[src/rtl/branch_predict_unit_pkg.sv]
// Shared branch definitions: funct3 condition encodings and the condition evaluator.
// Latency: none (constants and a pure combinational function).
// Backpressure: not applicable.
package branch_predict_unit_pkg;

  // funct3 encodings of the conditional branches (shared with decoder and ALU)
  localparam logic [2:0] F3_BEQ  = 3'b000;
  localparam logic [2:0] F3_BNE  = 3'b001;
  localparam logic [2:0] F3_BLT  = 3'b100;
  localparam logic [2:0] F3_BGE  = 3'b101;
  localparam logic [2:0] F3_BLTU = 3'b110;
  localparam logic [2:0] F3_BGEU = 3'b111;

  // Branch condition from ALU flags; lt is already signed/unsigned per funct3.
  // Reserved encodings 010/011 never take.
  function automatic logic cond_eval(input logic [2:0] f3, input logic z, input logic lt);
    logic c;
    case (f3)
      F3_BEQ:  c = z;
      F3_BNE:  c = ~z;
      F3_BLT:  c = lt;
      F3_BGE:  c = ~lt;
      F3_BLTU: c = lt;
      F3_BGEU: c = ~lt;
      default: c = 1'b0;
    endcase
    return c;
  endfunction

endpackage

[src/rtl/branch_cond.sv]
// Resolves branch taken/not-taken from BranchEn/IsUncond/funct3/z/lt; drop-in for the legacy unit.
// Latency: purely combinational.
// Backpressure: none; output follows inputs every cycle.
module branch_cond
  import branch_predict_unit_pkg::*;
(
  input  logic       BranchEn,
  input  logic       IsUncond,
  input  logic [2:0] funct3,
  input  logic       z,
  input  logic       lt,
  output logic       Branch
);

  // A non-branch never takes; a jump always takes; otherwise the funct3 condition decides
  assign Branch = BranchEn & (IsUncond | cond_eval(funct3, z, lt));

endmodule

[src/rtl/branch_predict_unit.sv]
// Saturating-counter branch predictor (optional gshare) with registered mispredict/redirect and perf counters.
// Latency: prediction 0 cycles; table/GHR update, Mispredict/RedirectPC and counters visible 1 cycle after resolve.
// Backpressure: none; one predict and one resolve accepted every cycle.
module branch_predict_unit
  import branch_predict_unit_pkg::*;
#(
  parameter int XLEN      = 32,
  parameter int IDX_BITS  = 6,
  parameter int CTR_BITS  = 2,
  parameter int GSHARE    = 0,
  parameter int PERF_BITS = 16
) (
  input  logic                 clk,
  input  logic                 reset_n,
  input  logic                 PredValid,
  input  logic [XLEN-1:0]      PredPC,
  output logic                 PredTaken,
  output logic [IDX_BITS-1:0]  PredIdx,
  input  logic                 ResValid,
  input  logic [IDX_BITS-1:0]  ResIdx,
  input  logic                 ResPredTkn,
  input  logic [XLEN-1:0]      ResTarget,
  input  logic [XLEN-1:0]      ResPCPlus4,
  input  logic                 BranchEn,
  input  logic                 IsUncond,
  input  logic [2:0]           funct3,
  input  logic                 z,
  input  logic                 lt,
  output logic                 Branch,
  output logic                 Mispredict,
  output logic [XLEN-1:0]      RedirectPC,
  output logic [PERF_BITS-1:0] BrCount,
  output logic [PERF_BITS-1:0] MissCount
);

  localparam int DEPTH = 1 << IDX_BITS;
  // Weakly not-taken: MSB clear, all lower bits set
  localparam logic [CTR_BITS-1:0]  CTR_INIT = CTR_BITS'((1 << (CTR_BITS - 1)) - 1);
  localparam logic [CTR_BITS-1:0]  CTR_MAX  = '1;
  localparam logic [PERF_BITS-1:0] PERF_MAX = '1;

  logic [CTR_BITS-1:0]  ctr_q [DEPTH];
  logic [CTR_BITS-1:0]  ctr_cur;
  logic [CTR_BITS-1:0]  ctr_d;
  logic [IDX_BITS-1:0]  ghr_q, ghr_d;
  logic                 mispredict_q, mispredict_d;
  logic [XLEN-1:0]      redirect_q, redirect_d;
  logic [PERF_BITS-1:0] br_cnt_q, br_cnt_d;
  logic [PERF_BITS-1:0] miss_cnt_q, miss_cnt_d;
  logic                 branch;
  logic                 upd;
  logic                 miss;
  logic [IDX_BITS-1:0]  pred_idx;
  logic                 unused_pc;

  branch_cond u_branch_cond (
    .BranchEn (BranchEn),
    .IsUncond (IsUncond),
    .funct3   (funct3),
    .z        (z),
    .lt       (lt),
    .Branch   (branch)
  );

  // Word-aligned PC bits select the entry; upper PC bits and the byte offset do not index the table
  assign unused_pc = ^{PredPC[XLEN-1:IDX_BITS+2], PredPC[1:0]};
  assign pred_idx  = PredPC[IDX_BITS+1:2] ^ ((GSHARE != 0) ? ghr_q : '0);

  // Read is from the registered table, so a same-cycle update to this entry shows up next cycle
  assign PredIdx    = pred_idx;
  assign PredTaken  = PredValid & ctr_q[pred_idx][CTR_BITS-1];
  assign Branch     = branch;
  assign Mispredict = mispredict_q;
  assign RedirectPC = redirect_q;
  assign BrCount    = br_cnt_q;
  assign MissCount  = miss_cnt_q;

  // Next-state: counter training, history shift, mispredict detection and saturating perf counters
  always_comb begin
    upd        = ResValid & BranchEn & ~IsUncond;
    // A non-branch that IF predicted taken steered fetch away from the fall-through path
    miss       = ResValid & (BranchEn ? (branch != ResPredTkn) : ResPredTkn);
    ctr_cur    = ctr_q[ResIdx];
    ctr_d      = ctr_cur;
    ghr_d      = ghr_q;
    br_cnt_d   = br_cnt_q;
    miss_cnt_d = miss_cnt_q;
    redirect_d = redirect_q;

    if (branch) begin
      if (ctr_cur != CTR_MAX) ctr_d = ctr_cur + CTR_BITS'(1);
    end else begin
      if (ctr_cur != '0) ctr_d = ctr_cur - CTR_BITS'(1);
    end

    if (upd) begin
      if (GSHARE != 0) ghr_d = {ghr_q[IDX_BITS-2:0], branch};
      if (br_cnt_q != PERF_MAX) br_cnt_d = br_cnt_q + PERF_BITS'(1);
    end

    mispredict_d = miss;
    if (miss) begin
      // branch is 0 for non-branches, so they redirect to the fall-through PC
      redirect_d = branch ? ResTarget : ResPCPlus4;
      if (miss_cnt_q != PERF_MAX) miss_cnt_d = miss_cnt_q + PERF_BITS'(1);
    end
  end

  // Counter table: reset to weakly not-taken, write back the trained entry on conditional resolves
  always_ff @(posedge clk or negedge reset_n) begin
    if (!reset_n) begin
      for (int i = 0; i < DEPTH; i++) ctr_q[i] <= CTR_INIT;
    end else if (upd) begin
      ctr_q[ResIdx] <= ctr_d;
    end
  end

  // History, mispredict pulse, redirect target and performance counters
  always_ff @(posedge clk or negedge reset_n) begin
    if (!reset_n) begin
      ghr_q        <= '0;
      mispredict_q <= 1'b0;
      redirect_q   <= '0;
      br_cnt_q     <= '0;
      miss_cnt_q   <= '0;
    end else begin
      ghr_q        <= ghr_d;
      mispredict_q <= mispredict_d;
      redirect_q   <= redirect_d;
      br_cnt_q     <= br_cnt_d;
      miss_cnt_q   <= miss_cnt_d;
    end
  end

endmodule

[config.mk]
export PLATFORM = sky130hd
export DESIGN_NAME = branch_predict_unit
export DESIGN_NICKNAME = d
export VERILOG_FILES = /design/src/rtl/branch_predict_unit_pkg.sv /design/src/rtl/branch_cond.sv /design/src/rtl/branch_predict_unit.sv
export SDC_FILE = /design/constraint.sdc
export NUM_CORES = 1
export LEC_CHECK = 0
export BUFFER_PORTS_ARGS = -buffer_cell sky130_fd_sc_hd__buf_4
export CORE_MARGIN = 10
export CORE_UTILIZATION = 25
export CTS_BUF_LIST = sky130_fd_sc_hd__clkbuf_2
export CTS_CLUSTER_DIAMETER = 200
export DETAILED_ROUTE_END_ITERATION = 8
export GPL_TIMING_DRIVEN = 0
export SLEW_MARGIN = 0
export SYNTH_ARGS = -nofsm -noshare
export SYNTH_HDL_FRONTEND = slang
export SYNTH_SLANG_ARGS = --single-unit
[constraint.sdc]
create_clock -name clk -period 3.8 [get_ports clk]
set_input_delay 0.76 -clock clk [delete_from_list [all_inputs] [get_ports clk]]
set_output_delay 0.76 -clock clk [all_outputs]
set_load 0.1 [all_outputs]
==> summary.md <==
| Metric | Value |
|---|---|
| Post-synth top cells | nand2_1, nor2_1, dfrtp_1, a31oi_1, dfstp_2 |
| Number of iterations in the first detailed-routing pass | 6 |
| Total wire length | 33900 um |
| Yosys cell types | 57 |
| Worst R2R Setup Slack | 580 ps |
| Critical path's slowest cell | a21oi_1 |
| Detailed Route Iter0 Violations | around 850 |
| Final Non-Filler Cells | 1790 |
| Final Hold Fails | 0 |
| Min Tclk post-route | 3860 ps |
| Core Box Area | 40900 um2 |
| Final setup TNS | -1920 ps |
| Sequential cell area fraction in the yosys report | 47.3% |
| Post-synth EDFFs | 0 |
| Delay-heaviest family, CP | buffers and inverters |
| Layout cells sized above 1 | 29.1% |
| Slew HR | roughly 10% |
| Status | finished, violations left |
| Failing checks | negative setup slack |
| Clock H-tree levels | 4 |
| Fmax | approximately 260 MHz |
| Post-synthesis average cell area | 9.76 um2 |
| Chip height | 224 um |
| Top-count cell post-synth | nand2_1 |
| Yosys top cell by area | dfrtp_1 |
| WS Path Type | primary input to flip-flop |
| Share of synthesized registers carrying an async set or reset | 100% |
| DP HPWL | around 24000 um |
| CP cell instances | buf_4 > buf_2 > buf_4 > buf_2 > clkbuf_1 > o211ai_1 > a22oi_1 > nand4_2 > a21oi_1 > buf_2 > o31ai_1 |
| Worst Path Arrival | 4590 ps |
| Syn Std Cell Area | 10400 um2 |
| Tot GR Track Use | 13.1% |
| CP Buf/Inv Count | 6 |
| Worst-case reg-to-reg path depth | 9 |
| RSZ-0062 raised after global routing | yes |
| Die area | 50000 um2 |
| Vias post-DR | 8994 |
| Leak Pwr | roughly 0.0052 uW |
| Ranking of synthesized cells by area | dfrtp_1, dfstp_2, nand2_1, mux4_2, nor2_1 |
| Post-route design area | 12600 um2 |
| CTS buffer count | 17 |
| Placed insts | 1751 |
| Worst-path clk slew | 360 ps |
| Util after Layout | 30.8% |
| First-pass GRT wire length | 52100 um |
| Vias in the first global route | approximately 8800 |
| Row count | 74 |
| Worst Setup End Kind | flip-flop |
| Yosys warning count | 0 |
| Initial antenna violation count | 1 |
| Synthesized flop and latch total | about 190 |
| Worst Setup Slack, final | -63.6 ps |
| CP dominant cell by count | buf_2 |
| Skew final | 69.0 ps |
| Fin crit share | 102% |
| Post-synth top area share | 31.1% |
| Die Wd | around 220 um |
| Gr ovfl total | 0 |
| # setup viols final | 48 |
| Syn-to-layout area delta | 21.4% |
| Max Transition Viols Final | 0 |
| CP required | between 4000 and 5000 ps |
| Launch point of the worst reg-to-reg path | ctr_q[65] |
| Clk sinks | 193 |
| Post-synthesis cell count | 1062 |
| Worst hold path type | primary input to flip-flop |
| Synthesized Nets | approximately 1200 |
| # port buffers | 156 |
| Worst Setup Start Kind | primary input |
| Post-layout net count | 1360 |
| Count of max-cap constraint violations | 0 |
| Starting density of the core | between 20% and 30% |
| Hold_sp | ResPCPlus4[11] |
| IO Count | 187 |
| WP depth | 11 |
| Least-Margin Pin Slew | 1340 ps |
| CTS tree | yes |
| Antenna Nets Post-Route | 0 |
| Drt drc | 0 |
| Reg2reg end | ctr_q[2] |
| Largest net degree at the start of global routing | 115 |
| CP startpoint | ResIdx[2] |
| PD cells | 436 nW/um2 |
| Clk root buf | clkbuf_2 |
| CP peak stage delay | 960 ps |
| Pwr Total | 5490 uW |
| Crit Path Max Fanout | 10 |
| Worst VDD drop | 165 uV |
| Drt via density | 5.02 |
| Wirelength per Cell | around 19 um |
| RD Place Congestion | 0.882 |
| Clock latency on the worst-skew pair | 830 ps |
| CP endpoint | ctr_q[2] |
| Top_reg_cell synth | dfrtp_1 |
| Bufs on Longest Clock Path | 2 |
| Placed Area | 12300 um2 |
## placed cells by master (no fill, tap or decap), types with 21 or more instances in the layout
cell type and count:
xnor2_1 21, mux4_2 27, o21ai_0 48, mux2i_1 44, a31oi_1 66, clkbuf_1 24, nand2_1 189, buf_4 172
dfstp_2 64, o31ai_1 60, nor2_1 150, dfrtp_1 129
## through the flow
stage / hold WS [ps] / setup slack [ps]
6_report: 236 / -63.6
3_3_place_gp: 456 / -548
4_1_cts: 128 / -93.5
5_1_grt: 118 / -196
3_5_place_dp: 460 / -655
2_1_floorplan: 448 / 24.8
## per-layer routing
layer	global-route usage (%)	wire, um
met5	0	0
met4	4.40	858
met3	3.37	2680
met2	21.4	16600
met1	16.4	13800
## where the power goes
group          internal, uW  switching, uW  leakage, uW  total (uW)
Clock                   325            807     0.000150        1130
Sequential             2280            168      0.00237        2450
Combinational           491           1410      0.00269        1900
## tightest hold or removal path, stage by stage
cell     delay (ps)
buf_4           110
mux2i_1         110
o21ai_0         100
## how the worst min path moves through the flow
stage,slack (ps),endpoint,cells past startpoint
6_report,240,RedirectPC[11],3
5_1_grt,120,RedirectPC[27],3
4_1_cts,130,RedirectPC[9],3
3_5_place_dp,460,ctr_q[118],2
3_3_place_gp,460,ctr_q[82],2
2_1_floorplan,450,ctr_q[52],2
## sequential cells by signal (all words and copies together) (netlist names)
signal      count
MissCount      16
BrCount        16
Mispredict      1
ctr_q         128
RedirectPC     32
## area by class of cell
class / instances / area [um2]
Antenna cell: 1 / 2.50
Buffer: 76 / 433
Clock buffer: 17 / 85.1
Clock inverter: 15 / 173
Fill cell: 4271 / 28300
Inverter: 7 / 26.3
Multi-Input combinational cell: 786 / 5020
Sequential cell: 193 / 4910
Tap cell: 532 / 666
Timing Repair Buffer: 163 / 1270
## kinds of logic after synthesis
group	Yosys count	synth area share, %
DFF	193	47.3
adders and majority gates	2	0.241
xor gates and xnor gates	31	2.62
and+or+nand+nor	429	18.1
AOI/OAI and AO/OA	232	14.9
buffers and inverters	83	4.28
muxes	92	12.4
## repair_timing
action,4_1_cts,5_1_grt
setup buffers,5,0
endpoints found under the setup margin,1,2
hold buffers,1,0
gates resized for setup,8,1
pin swaps,1,0
endpoints found under the hold margin,59,0
Power figures use the tool's default switching activity.
